`config.mk`:
```
export PLATFORM = sky130hd
export DESIGN_NAME = mux_rr
export DESIGN_NICKNAME = d
export VERILOG_FILES = /design/src/rtl/mux_pkg.sv /design/src/rtl/rr_next_sel.sv /design/src/rtl/mux_rr.sv
export SDC_FILE = /design/constraint.sdc
export NUM_CORES = 1
export LEC_CHECK = 0
export CAP_MARGIN = 5
export CORE_MARGIN = 5
export CORE_UTILIZATION = 40
export CTS_CLUSTER_SIZE = 30
export DETAILED_ROUTE_END_ITERATION = 10
export PLACE_DENSITY = 0.8
export SYNTH_ARGS = -nofsm -noshare
export SYNTH_HDL_FRONTEND = slang
export SYNTH_SLANG_ARGS = --single-unit
```
`constraint.sdc`:
```
create_clock -name clk -period 2.7 [get_ports clk]
set_input_delay 0.405 -clock clk [delete_from_list [all_inputs] [get_ports clk]]
set_output_delay 0.405 -clock clk [all_outputs]
set_load 0.02 [all_outputs]
```
`src/rtl/mux_pkg.sv`:
```
// Shared constants for the registered round-robin channel multiplexer.
package mux_pkg;

  localparam logic MODE_MANUAL = 1'b0;
  localparam logic MODE_SCAN   = 1'b1;

  // Reset pointer sits on the last channel so the first scan pick is channel 0.
  function automatic int unsigned rst_ptr(input int unsigned nch);
    return nch - 1;
  endfunction

endpackage

```
`src/rtl/rr_next_sel.sv`:
```
// Rotate-priority search: first enabled channel after ptr, wrapping, ptr itself last.
module rr_next_sel #(
  parameter int unsigned NCH  = 4,
  parameter int unsigned SELW = $clog2(NCH)
) (
  input  logic [SELW-1:0] ptr,
  input  logic [NCH-1:0]  ch_en,
  output logic [SELW-1:0] nxt,
  output logic            any
);

  logic [SELW-1:0] w_cand;

  always_comb begin
    nxt    = '0;
    any    = 1'b0;
    w_cand = '0;
    for (int unsigned k = 1; k <= NCH; k++) begin
      w_cand = SELW'((32'(ptr) + k) % NCH);
      if (!any && ch_en[w_cand]) begin
        nxt = w_cand;
        any = 1'b1;
      end
    end
  end

endmodule

```
`src/rtl/mux_rr.sv`:
```
// Registered N-channel data multiplexer with manual select and round-robin scan modes.
module mux_rr
  import mux_pkg::*;
#(
  parameter  int unsigned WIDTH = 8,
  parameter  int unsigned NCH   = 4,
  localparam int unsigned SELW  = $clog2(NCH)
) (
  input  logic                 clk,
  input  logic                 rst,
  input  logic [NCH*WIDTH-1:0] din,
  input  logic [SELW-1:0]      sel,
  input  logic                 mode,
  input  logic [NCH-1:0]       ch_en,
  input  logic                 hold,
  output logic [WIDTH-1:0]     dout,
  output logic                 dout_valid,
  output logic [SELW-1:0]      dout_ch
);

  logic [WIDTH-1:0] w_chan [NCH];
  logic [WIDTH-1:0] r_dout,  w_dout;
  logic             r_valid, w_valid;
  logic [SELW-1:0]  r_ch,    w_ch;
  logic [SELW-1:0]  r_ptr,   w_ptr;
  logic [SELW-1:0]  w_nxt;
  logic             w_any;
  logic             w_sel_ok;

  for (genvar k = 0; k < NCH; k++) begin : g_chan
    assign w_chan[k] = din[k*WIDTH +: WIDTH];
  end

  rr_next_sel #(
    .NCH  (NCH),
    .SELW (SELW)
  ) u_rr_next_sel (
    .ptr   (r_ptr),
    .ch_en (ch_en),
    .nxt   (w_nxt),
    .any   (w_any)
  );

  assign w_sel_ok = (32'(sel) < NCH);

  // Next-state selection; hold leaves every register untouched.
  always_comb begin
    w_dout  = r_dout;
    w_valid = r_valid;
    w_ch    = r_ch;
    w_ptr   = r_ptr;
    if (!hold) begin
      if (mode == MODE_MANUAL) begin
        if (w_sel_ok) begin
          w_dout  = w_chan[sel];
          w_ch    = sel;
          w_valid = 1'b1;
          w_ptr   = sel;
        end else begin
          w_dout  = '0;
          w_ch    = '0;
          w_valid = 1'b0;
        end
      end else if (w_any) begin
        w_dout  = w_chan[w_nxt];
        w_ch    = w_nxt;
        w_valid = 1'b1;
        w_ptr   = w_nxt;
      end else begin
        w_valid = 1'b0;
      end
    end
  end

  always_ff @(posedge clk or posedge rst) begin
    if (rst) begin
      r_dout  <= '0;
      r_valid <= 1'b0;
      r_ch    <= '0;
      r_ptr   <= SELW'(rst_ptr(NCH));
    end else begin
      r_dout  <= w_dout;
      r_valid <= w_valid;
      r_ch    <= w_ch;
      r_ptr   <= w_ptr;
    end
  end

  assign dout       = r_dout;
  assign dout_valid = r_valid;
  assign dout_ch    = r_ch;

endmodule
```
==> impl_metrics.csv, run 1 <==
group,metric,value,unit
global_routing,gr-usage-met1,27.2,%
placed_design,place_ws,213,ps
yosys,synthCells,135,
clock_network,cts_resized,0,
min_path,holdCritPathClass,"in2async",
setup_path,path_buf_inv,1,
setup_path,worstPathRequired,2900,ps
die,die_y,66.3,um
pwr,p_leak,0.713,nW
clock_network,cts_buffers,3,
sta,tightest_slew,723,ps
run,maxCapViolCount,0,
sta,hold_viol,0,
global_routing,grt_pass1_wl,7.55,mm
yosys,netlist_area,1270,sq um
routing,routed_wirelength,4.50,mm
clock_network,h-tree-depth,1,
clock_network,cts.sinks,13,
placed_design,dp_hpwl,3.31,mm
placed_design,io_buffers,52,
setup_path,cp_top_family,"simple AND/OR/NAND/NOR gates",
routing,post_drt_wl_per_cell,19.3,um
sta,final.setup.worst_slack,498,ps
setup_path,crit_type,"in2reg",
global_routing,track_usage,22.2,%
pwr,powerDensity,441,nW/um^2
sta,tns,0,ps
routing,drtPass1Iterations,4,
setup_path,slowest_stage,"or3_1",
yosys,synth_fp_nets,177,
placed_design,routabilityCongestion,0.885,
finish,antennaDiodeCount,0,
global_routing,overflow,0,
die,die-area,4400,sq um
yosys,ys_seq_area_share,25.8,%
clock_network,clkSlewWorstSetupHoldPaths,100,ps
global_routing,top_usage_layer,"met2",
global_routing,grtUsageMet3,3.91,%
sta,max_freq,454,MHz
yosys,ys_ff_latch,13,
finish,nets,232,
die,core-area,3050,sq um
finish,nFillCells,274,
setup_path,end_kind,"register",
clock_network,post_cts_buffers,0,
status,outcome,"finished clean",
finish,area_delta_synth_final,47.6,%
clock_network,clock_latency,290,ps
sta,final.min_clock_period,2200,ps
sta,fin_worst_skew,10.0,ps
finish,multi_input_area,873,sq um
die,die_w,66.3,um
sta,rsz0062_at_grt,"false",
sta,drv_slew,0,
setup_path,path_cells,"clkdlybuf4s50_1 > nor2b_4 > o21a_1 > or3_1 > o211a_1 > a211oi_1",
die,ios,53,
clock_network,hold_buffers,0,
global_routing,grt_pass1_vias,1649,
die,start_util,41.6,%
routing,drc,0,
sta,slew_headroom,51.4,%
yosys,ys_types,30,
clock_network,clockRootBuffer,"clkbuf_4",
yosys,synth_warnings,0,
setup_path,crit_fanout,16,
routing,viasPerCell,6.27,
setup_path,critPathLaunchType,"input port",
global_routing,antenna_found_initial,0,
global_routing,met2_usage,36.7,%
setup_path,slowest_delay,650,ps
clock_network,clockBufferDepth,2,
setup_path,worst_ep_arrival_time,2400,ps
die,rows,20,
routing,ant_nets,0,
sta,timing.final.crit_share,81.6,%
yosys,syn_area_per_cell,9.41,sq um
pwr,ir_drop,162,uV
sta,setup-violations-final,0,
finish,final_common_cell,"clkdlybuf4s50_1",
finish,ff_latch_area,328,sq um
routing,num_vias,1460,
clock_network,cts_tree,"done",
routing,drt-initial-drc-count,103,
finish,mostFrequentLayoutCells,"clkdlybuf4s50_1 (52), nor2_1 (14), a211oi_1 (14)",
finish,drive_above_1_share,15.9,%
global_routing,grt_max_degree,31,
-- Yosys cell counts --
master / count / area [sq um]
nor2b_1: 1 / 6.26
or2b_1: 1 / 7.51
nor3_2: 2 / 20.0
dfstp_2: 2 / 52.6
nor2_1: 14 / 52.6
nor3b_2: 1 / 12.5
nor2b_4: 1 / 13.8
o22ai_1: 1 / 6.26
inv_1: 1 / 3.75
dfrtp_1: 11 / 275
or3_1: 1 / 6.26
buf_2: 1 / 5.00
a31o_2: 1 / 8.76
nand2_1: 11 / 41.3
a211oi_1: 14 / 105
o31a_1: 8 / 70.1
buf_6: 3 / 33.8
o211a_1: 8 / 80.1
a21oi_2: 1 / 8.76
o21ai_1: 1 / 5.00
nand2b_1: 10 / 62.6
a21oi_1: 1 / 5.00
o21a_1: 1 / 7.51
a31oi_1: 11 / 68.8
o211ai_1: 8 / 60.1
mux4_2: 8 / 180
o21ai_0: 1 / 5.00
a21o_1: 2 / 15.0
a211oi_2: 2 / 25.0
clkbuf_1: 7 / 26.3
-- layout make-up --
| type | count | share of cell area (%) |
|---|---|---|
| inverters | 1 | 0.200 |
| well taps | 44 | 2.94 |
| multi-input cells | 110 | 46.6 |
| repair buffers | 61 | 31.4 |
| flip-flops and latches | 13 | 17.5 |
| clock buffers | 4 | 1.40 |
-- sequential cells by signal (all words and copies together), names as in the netlist --
signal      cells
dout            8
dout_ch         2
dout_valid      1
r_ptr           2
-- cell families (layout without fill, tap and decap cells) --
group	Yosys count	after routing	share of synthesized area [%]
AND/OR/NAND/NOR	42	42	17.5
AO/OA/AOI/OAI	60	60	37.0
buffers and inverters	12	66	5.42
flip-flops	13	13	25.8
multiplexers	8	8	14.2
-- power by group --
group	total, mW	switching, mW	internal, mW
clock network	0.131	0.0734	0.0574
registers	0.259	0.0239	0.235
logic	0.437	0.216	0.221
-- stage by stage --
stage,utilization [%],hold WS (ps),std cells,total power [mW],instance area (sq um)
global route,61.4,500,233,0.869,1870
global placement,60.5,459,229,0.681,1850
floorplan,-,281,135,0.504,1270
finish,61.4,450,233,0.826,1870
CTS,61.4,483,233,0.819,1870
detailed placement,60.5,467,229,0.695,1850
-- routing by layer --
layer	part of all wire, %	vias up
met3	9.4	13
met5	0	-
li1	-	646
met2	49	102
met4	1.9	0
met1	40	699
-- final timing paths --
kind	start	endpoint	slack [ps]	cells past startpoint
setup / recovery	ch_en[3]	dout[2]	500	6
hold / removal	rst	dout_valid	450	2
setup reg to reg	r_ptr[0]	dout[2]	620	5
hold reg to reg	dout_valid	dout_valid	490	2
max in group asynchronous	rst	r_ptr[0]	1880	2
min in group clk	dout_valid	dout_valid	490	2
Note: power is estimated with default switching activity, not from simulation.
==> run 2, diff against run 1 <==
CORE_UTILIZATION = 39   (was 40)
PLACE_DENSITY = 0.81   (was 0.8)
clock period = 1.98 ns   (was 2.7 ns; I/O delays follow)
==> run 2 against run 1 <==
Clock-buffer cell count stayed put. Wire length is 3.1% higher. Register-to-register slack got worse by 570 ps. Die area up 2.2%. Combinational power up 51%. Critical endpoint is now dout[3].
==> impl_metrics.csv, run 2 (synthesized netlist as in run 1, its figures left out) <==
group,metric,value,unit
die,core-area,3080,sq um
placed_design,placed_cells,244,
routing,viasPerCell,5.90,
routing,num_vias,1464,
clock_network,clockRootBuffer,"clkbuf_4",
clock_network,cts_tree,"done",
die,die-area,4500,sq um
status,outcome,"finished clean",
pwr,powerDensity,584,nW/um^2
placed_design,place_area,2000,sq um
clock_network,clkSlewWorstSetupHoldPaths,100,ps
sta,hold_viol,0,
sta,timing.final.crit_share,97.8,%
global_routing,antenna_found_initial,0,
global_routing,met2_usage,37.2,%
setup_path,r2r_start,"r_ptr[0]",
clock_network,cts.sinks,13,
setup_path,end_kind,"register",
routing,drtPass1Iterations,4,
placed_design,io_buffers,52,
setup_path,slowest_stage,"o21ai_1",
setup_path,crit_fanout,8,
finish,nFillCells,261,
die,rows,20,
routing,drc,0,
finish,fin_area,2040,sq um
global_routing,gr-usage-met1,27.4,%
finish,final_common_cell,"clkdlybuf4s50_1",
clock_network,h-tree-depth,1,
pwr,total_power,1.19,mW
die,die_w,67.1,um
clock_network,hold_buffers,0,
global_routing,grtUsageMet3,4.05,%
clock_network,clockBufferDepth,2,
placed_design,place_ws,-270,ps
finish,area_delta_synth_final,61.0,%
global_routing,track_usage,21.8,%
sta,slew_headroom,49.1,%
global_routing,grt_max_degree,19,
clock_network,cts_buffers,3,
global_routing,grt_pass1_wl,7.50,mm
sta,final.min_clock_period,1940,ps
sta,tns,0,ps
pwr,ir_drop,322,uV
sta,drv_slew,0,
finish,nets,247,
sta,final.setup.worst_slack,44.2,ps
setup_path,path_cells,"clkdlybuf4s50_1 > nor2b_4 > buf_4 > nor3b_2 > o21ai_1 > o211a_1 > a211oi_2",
sta,fin_worst_skew,11.3,ps
finish,stdcell_count,248,
finish,antennaDiodeCount,0,
pwr,p_leak,0.816,nW
sta,setup-violations-final,0,
setup_path,critPathLaunchType,"input port",
global_routing,grt_pass1_vias,1611,
sta,max_freq,517,MHz
setup_path,worstSetupStartpoint,"ch_en[3]",
sta,tightest_slew,758,ps
routing,ant_nets,0,
setup_path,path_buf_inv,2,
finish,largest_reg_flops,8,
die,die_y,67.1,um
setup_path,slowest_delay,610,ps
routing,routed_wirelength,4.64,mm
setup_path,worstPathRequired,2140,ps
placed_design,dp_hpwl,3.51,mm
die,ios,53,
clock_network,clock_latency,290,ps
global_routing,top_usage_layer,"met2",
routing,post_drt_wl_per_cell,18.7,um
die,start_util,41.3,%
finish,drive_above_1_share,23.5,%
global_routing,overflow,0,
finish,mostFrequentLayoutCells,"clkdlybuf4s50_1 (51), buf_4 (21), nor2_1 (14)",
placed_design,routabilityCongestion,0.886,
routing,drt-initial-drc-count,102,
setup_path,worst_ep_arrival_time,2090,ps
setup_path,cp_top_family,"compound AO/OA/AOI/OAI gates",
sta,rsz0062_at_grt,"false",
setup_path,crit_type,"in2reg",
min_path,holdCritPathClass,"in2async",
run,maxCapViolCount,0,
==> run 2: changes by cell type in the layout (fill, tap and decap cells not counted) <==
| cell | before | now |
|---|---|---|
| dlymetal6s2s_1 | 0 | 1 |
| a211oi_2 | 2 | 4 |
| nand2b_4 | 0 | 1 |
| buf_4 | 9 | 21 |
| buf_12 | 0 | 3 |
| a211oi_1 | 14 | 12 |
| nand2b_1 | 10 | 9 |
| clkdlybuf4s50_1 | 52 | 51 |
==> run 2: where the power goes <==
part / switching (mW) / total [mW] / internal (mW)
Combinational: 0.309 / 0.662 / 0.353
Clock: 0.0988 / 0.177 / 0.0782
Sequential: 0.0352 / 0.355 / 0.320
Total: 0.443 / 1.19 / 0.752
==> run 2: cell type report <==
type | instances | area [sq um] | share of cell area [%]
inverter | 1 | 3.75 | 0.184
clock buffer | 4 | 26.3 | 1.29
timing repair buffer | 76 | 741 | 36.2
sequential | 13 | 328 | 16.0
tap | 44 | 55.1 | 2.69
multi-input combinational | 110 | 891 | 43.6
==> run 2: final timing paths <==
kind	end	slack, ps	cells after the start
max reg2reg	dout[3]	50	5
min reg2reg	dout_ch[0]	500	1
min in group clk	dout_ch[0]	500	1
max	dout[3]	40	7
max in group asynchronous	r_ptr[0]	1250	2
min	dout[0]	350	2
==> run 2: routing by layer <==
metal	wire, um	up-vias	share of wire (%)
met4	33	0	0.71
met3	448	8	9.7
met1	1850	694	40
li1	-	677	-
met2	2310	85	50
met5	0	-	0
==> run 2: stage by stage <==
stage | util, % | hold slack, ps
final | 66.4 | 352
after global routing | 66.4 | 414
after CTS | 65.8 | 370
after detailed placement | 64.9 | 479
after global placement | 64.9 | 465
after floorplan | - | 173
==> run 2: timing repair <==
item | CTS | global route
resized for setup | 0 | 4
setup buffers | 0 | 0
setup endpoints to repair | 0 | 7
==> edit: new RTL, config.mk and constraints of run 1 <==
Reset style: synchronous (`rst`), changed in one clocked block.
--- a/src/rtl/mux_rr.sv
+++ b/src/rtl/mux_rr.sv
@@ -72,7 +72,7 @@
     end
   end
 
-  always_ff @(posedge clk or posedge rst) begin
+  always_ff @(posedge clk) begin
     if (rst) begin
       r_dout  <= '0;
       r_valid <= 1'b0;
Formal check against the unedited RTL: differs if rst is asserted again (counterexample within 4 cycles, from zero or initial values and one cycle with rst high); with rst held inactive, the same outputs for 10 cycles.
==> edit against run 1 <==
  * Routed wire length fell by 4.9%
  * Combinational power is 34% lower
  * Sequential cell count stayed put
  * Setup slack worse by 260 ps
  * Global-route usage fell by 1.4 points
  * Critical path depth unchanged
  * Sequential share of layout area is 2.8 points lower
  * Design area fell by 5.4%
  * Synthesized area down 3.4%
  * Via count decreased by 2.3%
  * Power decreased by 22%
  * Core utilization down 2.4 points
==> edit: results (changes against run 1) <==
[setup_path]
cp_slowest_stage_delay_ps = 630  ; -20 ps
critPathTopFamily = compound AO/OA/AOI/OAI gates
slowest_stage = a21oi_2
crit_type = primary input to register
rr_endpoint = dout[1]$_SDFFE_PP0P_
arrival_ps = 2640  ; +240 ps
rr_startpoint = r_ptr[0]$_SDFFE_PP1P_
critPathMaxFanout = 17  ; +1
rrSetupSlack_ps = 520  ; -100 ps
crit_path_start = ch_en[3]
ff2ff_path_depth = 5  ; unchanged

[routing]
firstDrtPassIters = 5  ; +1
totalWireLength_um = 4280  ; -4.9%
drtIter0Drc = 166  ; +61%
vias_per_cell = 6.42  ; +2.5%

[worst_hold_path]
min_path_type = register to register
holdPathStages = 2

[clock_network]
insertion_delay_ps = 290  ; about the same
clock-root-buffer = clkbuf_4
cts_made_buffers = 3  ; unchanged
cts-resized-gates = 0  ; unchanged
post_cts_buffers = 0  ; unchanged

[final_layout]
antenna_cells = 0  ; unchanged
fin_nets = 232  ; unchanged
drive_above_1_share_pct = 10.1  ; -5.8 points

[logic_synthesis]
ys_seq_area_share_pct = 21.2  ; -4.6 points
yosys-top-cells-area = dfxtp_1 (21%), mux4_2 (15%), nor2_1 (6.7%)
ys_top_cells_by_count = nor2_1 (22), dfxtp_1 (13), a21oi_1 (11)
async_flop_share_pct = 0  ; -100 points
synth_area_leader_cell = dfxtp_1
yosysUniqueCellTypes = 30  ; unchanged
synth_nets = 183  ; +3.4%
yosysWarnings = 0  ; unchanged

[placed_design]
hpwl_um = 3050  ; -7.8%
dpl_cell_area_mm2 = 0.00175  ; -5.5%
gp_congestion = 0.977  ; +10%

[sta]
skew_ps = 5.64  ; -4.41 ps
relSlewSlack_pct = 29.2  ; -22 points

[global_routing]
grt_max_degree = 18  ; -42%
grt_pass1_wl_um = 7020  ; -6.9%
antenna_found_initial = 0  ; unchanged
grt_usage_pct = 20.8  ; -1.4 points
grt_pass1_vias = 1441  ; -13%

[power_and_ir_drop]
swShare_pct = 34.9  ; -2.9 points
peakVddDrop_mv = 0.180  ; +11%
power_leakage_nw = 0.685  ; -3.9%

[outcome]
status = completed

edit: power by group through the flow:
stage / combinational, W / clock, W / sequential, W
after global placement: 0.000280 / 0 / 0.000223
after floorplan: 0.000143 / 0 / 0.000240
final: 0.000288 / 0.000134 / 0.000219
after global routing: 0.000311 / 0.000141 / 0.000221
after CTS: 0.000286 / 0.000134 / 0.000219
after detailed placement: 0.000283 / 0 / 0.000223
edit: metal layers:
metal | track usage (%) | share of wire, % | vias to the layer above
met4 | 7.25 | 1.6 | 0
met2 | 33.9 | 46 | 98
met3 | 5.81 | 12 | 7
met1 | 26.3 | 40 | 654
met5 | 0 | 0 | -
li1 | - | - | 667
edit: logic make-up (layout without fill, tap and decap cells):
| family | after synthesis | count (layout) | synth area share [%] |
|---|---|---|---|
| buffers and inverters | 12 | 60 | 5.82 |
| muxes | 8 | 8 | 14.7 |
| and+or+nand+nor | 51 | 51 | 21.6 |
| DFF | 13 | 13 | 21.2 |
| AOI/OAI and AO/OA | 57 | 57 | 36.6 |
edit: layout make-up:
cell class / count / area (µm²)
Sequential cell: 13 / 260
Fill cell: 277 / 1230
Tap cell: 33 / 41.3
Clock buffer: 4 / 26.3
Multi-Input combinational cell: 116 / 895
Timing Repair Buffer: 56 / 551
edit: worst reg2reg max path: stages, from the launching register on:
cell	delay, ps
dfxtp_1	360
nand2b_1	190
a21oi_2	650
nor3_2	240
a311o_1	400
o31a_1	240
edit: worst min-delay path by stage:
| stage | end | slack [ps] | from |
|---|---|---|---|
| after floorplan | r_ptr[0]$_SDFFE_PP1P_ | 530 | r_ptr[0]$_SDFFE_PP1P_ |
| after global placement | dout_ch[0]$_SDFFE_PP0P_ | 440 | dout_ch[0]$_SDFFE_PP0P_ |
| after detailed placement | dout_valid$_SDFFE_PP0N_ | 460 | dout_valid$_SDFFE_PP0N_ |
| after CTS | dout_valid$_SDFFE_PP0N_ | 470 | dout_valid$_SDFFE_PP0N_ |
| after global routing | dout_valid$_SDFFE_PP0N_ | 510 | dout_valid$_SDFFE_PP0N_ |
| final | dout_valid$_SDFFE_PP0N_ | 470 | dout_valid$_SDFFE_PP0N_ |
edit: per-stage QoR:
step	setup slack (ps)	instances	hold slack [ps]	TNS, ps
3_3_place_gp	70.8	218	445	0
6_report	240	222	471	0
5_1_grt	106	222	513	0
3_5_place_dp	-10.8	218	460	-10.8
2_1_floorplan	770	141	532	0
4_1_cts	291	222	473	0
